## src/rtl/blade_ignition.sv

```systemverilog
// Blade ignition/retraction animator: steps the emitted blade length toward a latched
// target (or back to zero) and reports the total saber span for the latched layout.
module blade_ignition #(
  parameter int unsigned STEP_CM = 5,
  parameter int unsigned W       = 16
) (
  input  logic         clk,
  input  logic         rst,
  input  logic         ignite,
  input  logic         retract,
  input  logic [W-1:0] lengthL,
  input  logic [W-1:0] lengthR,
  input  logic [W-1:0] lengthH,
  input  logic [1:0]   bladeConfig,
  output logic [W-1:0] bladeCm,
  output logic [W-1:0] totalCm,
  output logic [1:0]   state,
  output logic         lit,
  output logic         busy,
  output logic         fault
);

  typedef enum logic [1:0] {
    S_OFF = 2'd0,
    S_EXT = 2'd1,
    S_ON  = 2'd2,
    S_RET = 2'd3
  } state_t;

  localparam logic [W-1:0] MAX_CM = W'(100);
  localparam logic [W-1:0] STEP_W = W'(STEP_CM);

  state_t       state_q, state_d;
  logic [W-1:0] blade_q, blade_d;
  logic [W-1:0] total_q, total_d;
  logic [W-1:0] target_q, target_d;
  logic [1:0]   cfg_q, cfg_d;
  logic [W-1:0] hilt_q, hilt_d;
  logic         lit_q, lit_d;
  logic         busy_q, busy_d;
  logic         fault_q, fault_d;

  logic [W-1:0] tgt_calc;
  logic         reject;
  logic [W:0]   up_sum;
  logic [W-1:0] up_val, dn_val;
  logic [W+1:0] span_raw;

  function automatic logic [W-1:0] sat_w(input logic [W+1:0] v);
    return (v[W+1:W] != 2'b00) ? '1 : v[W-1:0];
  endfunction

  always_comb begin
    tgt_calc = (lengthL != '0) ? MAX_CM : ((lengthR > MAX_CM) ? MAX_CM : lengthR);
    reject   = (bladeConfig == 2'd0) || lengthL[W-1] || lengthR[W-1] || (tgt_calc == '0);
    up_sum   = {1'b0, blade_q} + {1'b0, STEP_W};
    up_val   = (up_sum >= {1'b0, target_q}) ? target_q : up_sum[W-1:0];
    dn_val   = (blade_q > STEP_W) ? (blade_q - STEP_W) : '0;
  end

  always_comb begin
    state_d  = state_q;
    blade_d  = blade_q;
    target_d = target_q;
    cfg_d    = cfg_q;
    hilt_d   = hilt_q;
    fault_d  = 1'b0;
    case (state_q)
      S_OFF: begin
        // Simultaneous ignite+retract in OFF is a silent no-op.
        if (ignite && !retract) begin
          if (reject) begin
            fault_d = 1'b1;
          end else begin
            state_d  = S_EXT;
            target_d = tgt_calc;
            cfg_d    = bladeConfig;
            hilt_d   = (bladeConfig == 2'd3) ? lengthH : '0;
          end
        end
      end
      S_EXT: begin
        if (retract) begin
          state_d = S_RET;
        end else begin
          blade_d = up_val;
          if (up_val == target_q) state_d = S_ON;
        end
      end
      S_ON: begin
        if (retract) state_d = S_RET;
      end
      default: begin
        if (ignite && !retract) begin
          state_d = S_EXT;
        end else begin
          blade_d = dn_val;
          if (dn_val == '0) state_d = S_OFF;
        end
      end
    endcase

    span_raw = '0;
    case (cfg_d)
      2'd1:    span_raw = {2'b00, blade_d};
      2'd2:    span_raw = {1'b0, blade_d, 1'b0};
      2'd3:    span_raw = {1'b0, blade_d, 1'b0} + {2'b00, hilt_d};
      default: span_raw = '0;
    endcase
    total_d = sat_w(span_raw);
    lit_d   = (state_d == S_ON);
    busy_d  = (state_d == S_EXT) || (state_d == S_RET);
  end

  always_ff @(posedge clk) begin
    if (rst) begin
      state_q  <= S_OFF;
      blade_q  <= '0;
      total_q  <= '0;
      target_q <= '0;
      cfg_q    <= 2'd0;
      hilt_q   <= '0;
      lit_q    <= 1'b0;
      busy_q   <= 1'b0;
      fault_q  <= 1'b0;
    end else begin
      state_q  <= state_d;
      blade_q  <= blade_d;
      total_q  <= total_d;
      target_q <= target_d;
      cfg_q    <= cfg_d;
      hilt_q   <= hilt_d;
      lit_q    <= lit_d;
      busy_q   <= busy_d;
      fault_q  <= fault_d;
    end
  end

  assign bladeCm = blade_q;
  assign totalCm = total_q;
  assign state   = state_q;
  assign lit     = lit_q;
  assign busy    = busy_q;
  assign fault   = fault_q;

endmodule

```

## config.mk

```make
export PLATFORM = sky130hd
export DESIGN_NAME = blade_ignition
export DESIGN_NICKNAME = d
export VERILOG_FILES = /design/src/rtl/blade_ignition.sv
export SDC_FILE = /design/constraint.sdc
export NUM_CORES = 1
export LEC_CHECK = 0
export ABC_AREA = 1
export ABC_CLOCK_PERIOD_IN_PS = 12500
export BUFFER_PORTS_ARGS = -buffer_cell sky130_fd_sc_hd__buf_2
export CAP_MARGIN = 20
export CORE_ASPECT_RATIO = 0.6
export CORE_MARGIN = 2
export CORE_UTILIZATION = 60
export CTS_CLUSTER_SIZE = 30
export DETAILED_ROUTE_END_ITERATION = 10
export PLACE_DENSITY = 0.84
export SYNTH_ARGS = -nofsm -noshare
export SYNTH_HDL_FRONTEND = slang
export SYNTH_SLANG_ARGS = --single-unit
```

## constraint.sdc

```tcl
create_clock -name clk -period 12.5 [get_ports clk]
set_clock_uncertainty 0.1 [all_clocks]
set_input_delay 1.25 -clock clk [delete_from_list [all_inputs] [get_ports clk]]
set_output_delay 1.25 -clock clk [all_outputs]
set_load 0.01 [all_outputs]
```

==> impl_metrics.env <==
export IMPL_power_share_switching_pct=40.98
export IMPL_power_density_nw_per_um2=116.1
export IMPL_synth_simple_area_share_pct=36.73
export IMPL_cp_startpoint="bladeCm[0]"
export IMPL_drt_initial_drc_count=720
export IMPL_grt_start_max_net_pins=67
export IMPL_yosysWarnings=0
export IMPL_fin_ws_ns=5.977
export IMPL_drt_vias_per_instance=5.754
export IMPL_ys_top_cells_by_area="dfxtp_1 24%, nand2_1 13%, a21oi_1 7.7%"
export IMPL_h_tree_depth=3
export IMPL_synth_edf_count=0
export IMPL_clk_path_buf_depth=2
export IMPL_yosys_area_share_adder_pct=7.536
export IMPL_rows=28
export IMPL_max_cap_violations=0
export IMPL_initial_core_util_pct=60.91
export IMPL_power_total_uw=770.0
export IMPL_syn_area_per_cell_sq_um=6.404
export IMPL_arrival_ns=6.70
export IMPL_synth_compound_gate_area_share_pct=18.46
export IMPL_yosysTopAreaCellShare_pct=24.05
export IMPL_synth_cell_area_sq_um=5911
export IMPL_antenna_found_initial=0
export IMPL_p_sw_uw=315.6
export IMPL_finalNetCount=1073
export IMPL_ff2ff_setup_slack_ns=5.98
export IMPL_hold_depth=2
export IMPL_synthCells=923
export IMPL_drc=0
export IMPL_fin_tns_setup_ns=0
export IMPL_dp_hpwl_mm=13.33
export IMPL_numPortBuffers=90
export IMPL_cts_setup_buffers=0
export IMPL_min_path_type="register to register"
export IMPL_clock_latency_ns=0.35
export IMPL_yosys_area_share_xor_xnor_pct=2.794
export IMPL_cts_made_buffers=9
export IMPL_n_antenna_cell=0
export IMPL_synth_ff_type="dfxtp_1"
export IMPL_p_leak_uw=0.003292
export IMPL_fmax_ghz=0.1533
export IMPL_synth_mux_area_share_pct=0
export IMPL_ir_drop_uv=82.79
export IMPL_internal_power_uw=454.4
export IMPL_synth_largest_area_cell="dfxtp_1"
export IMPL_rsz0062_at_grt="false"
export IMPL_r2r_start="bladeCm[0]"
export IMPL_drt_wirelength_per_cell_microns=15.54
export IMPL_dp_cells=1108
export IMPL_cts_tree="built"
export IMPL_clkTransAtPathRegs_ns=0.07
export IMPL_critical_path_max_stage_delay_ns=0.61
export IMPL_ant_nets=0
export IMPL_grt_pass1_wl_mm=27.82
export IMPL_drive_above_1_share_pct=18.50
export IMPL_core_area_sq_um=9704
export IMPL_period_share_pct=52.18
export IMPL_hold_viol=0
export IMPL_post_place_ws_ns=5.879
export IMPL_slew_headroom_pct=31.17
export IMPL_crit_path_end_kind="register"
export IMPL_postCtsHoldBufs=0
export IMPL_worstPathMaxFanout=33
export IMPL_reg2regPathDepth=36
export IMPL_status="finished clean"
export IMPL_cts_sinks=71
export IMPL_finalSetupViolations=0
export IMPL_grt_pass1_vias=5513
export IMPL_die_y_microns=80.88
export IMPL_cts_root_buf="clkbuf_16"
export IMPL_grt_remaining_overflow=0
export IMPL_slowest_stage="dfxtp_1"
export IMPL_crit_path_start_kind="register"
export IMPL_synth_cell_types=47
export IMPL_critPathKind="register to register"
export IMPL_power_share_combinational_pct=34.3
export IMPL_syn_num_nets=1012
export IMPL_dieArea_sq_um=10690
export IMPL_hp_start="hilt_q[4]"
export IMPL_track_usage_pct=32.95
export IMPL_die_x_microns=132.1
export IMPL_worst_pin_slew_ns=1.029
export IMPL_vias=6467
export IMPL_cp_common_cell="nand2_1"
export IMPL_slew_viol_final=0
export IMPL_worstPathRequired_ns=12.67
export IMPL_synth_seq_cells=71
export IMPL_wirelength_mm=17.47
export IMPL_clkPwrFrac_pct=33.9
export IMPL_syn_to_final_growth_pct=12.19
export IMPL_place_gp_congestion=0.9703
export IMPL_ys_seq_area_share_pct=24.05
export IMPL_period_needed_ns=6.523
export IMPL_synth_top_family_by_area="simple AND/OR/NAND/NOR gates"
export IMPL_first_pass_iters=9
export IMPL_seqPwrFrac_pct=31.8
export IMPL_synthArstFlopShare_pct=0
export IMPL_post_cts_resized=0
export IMPL_io_pins=91
export IMPL_final_cells=1124
==> cells in the final DEF, fill, tap and decap left out, types with 3 or more instances in the layout <==
cell type / count
or2_2: 6
a21oi_2: 4
xor2_1: 15
a21oi_1: 91
o21ai_0: 28
nor3_1: 18
buf_4: 4
nor2_2: 30
nor2_4: 3
o211ai_1: 38
ha_1: 34
nand2_1: 212
o21ai_2: 4
nand3_1: 57
nand2_2: 5
inv_1: 91
a211oi_1: 7
dfxtp_1: 71
nor2_1: 77
inv_6: 3
nand3_2: 3
inv_2: 10
nand4_1: 39
o21ai_1: 4
buf_2: 90
clkbuf_16: 9
nor4_1: 7
==> flip-flops by register name, summed over array words and instances (netlist names), 2 cells and up <==
| name | flops |
|---|---|
| bladeCm | 16 |
| hilt_q | 16 |
| target_q | 16 |
| totalCm | 16 |
| cfg_q | 2 |
| state | 2 |
==> cell families (layout without fill, tap and decap cells) <==
logic type / after synthesis / in the layout
AO/OA/AOI/OAI: 185 / 185
XOR/XNOR: 18 / 18
adder cells (fa/ha/maj): 35 / 35
buffers and inverters: 147 / 213
flip-flops: 71 / 71
AND/OR/NAND/NOR: 467 / 467
==> path summary, 6_finish.rpt <==
path	to
max reg2reg	totalCm[5]
min reg2reg	hilt_q[4]
min	hilt_q[4]
max	totalCm[5]
==> through the flow <==
step | hold WS, ns | util, % | cell area, sq um
detailed placement | 0.3651 | 65.25 | 6332
global route | 0.3861 | 68.33 | 6631
CTS | 0.3748 | 68.33 | 6631
finish | 0.3753 | 68.33 | 6631
floorplan | 0.3514 | - | 5911
global placement | 0.3602 | 65.25 | 6332
==> power by group through the flow <==
stage / clock [uW] / sequential (uW) / combinational (uW)
2_1_floorplan: 0 / 246 / 197
3_3_place_gp: 0 / 249 / 250
3_5_place_dp: 0 / 249 / 253
4_1_cts: 261 / 244 / 255
5_1_grt: 274 / 245 / 289
6_report: 261 / 244 / 264
==> cell type report <==
cell class                      count  area (sq um)
Multi-Input combinational cell    705          3872
Fill cell                         913          3073
Sequential cell                    71          1421
Timing Repair Buffer               94         480.5
Inverter                          103         389.1
Clock buffer                        9         225.2
Tap cell                          135         168.9
Clock inverter                      7         73.82
==> critical path, delay by kind of cell (launching register included) <==
kind | cells | cell delay (ns)
adders and majority gates | 4 | 1.00
and+or+nand+nor | 19 | 2.34
buffers and inverters | 3 | 0.48
DFF | 1 | 0.61
xor gates and xnor gates | 1 | 0.24
AOI/OAI and AO/OA | 9 | 1.67
==> metal layers <==
metal / GRT usage [%] / up-vias / wire (microns)
met2: 46.30 / 397 / 6716
met3: 9.426 / 16 / 2322
met4: 6.087 / 0 / 123
met5: 0 / - / 0
li1: - / 3237 / -
met1: 49.64 / 2817 / 8309
==> synthesized netlist by cell type (5+ instances only) <==
| library cell | n |
|---|---|
| nand2_2 | 5 |
| a211oi_1 | 7 |
| inv_1 | 91 |
| a21oi_1 | 91 |
| inv_2 | 10 |
| o211ai_1 | 38 |
| nor2_1 | 77 |
| o21ai_0 | 28 |
| ha_1 | 34 |
| buf_2 | 11 |
| nand4_1 | 39 |
| or2_2 | 6 |
| nand3_1 | 57 |
| nor3_1 | 18 |
| nor2_2 | 30 |
| nor4_1 | 7 |
| nand2_1 | 212 |
| clkbuf_1 | 22 |
| dfxtp_1 | 71 |
| xor2_1 | 15 |
Note: power is estimated with default switching activity, not from simulation.
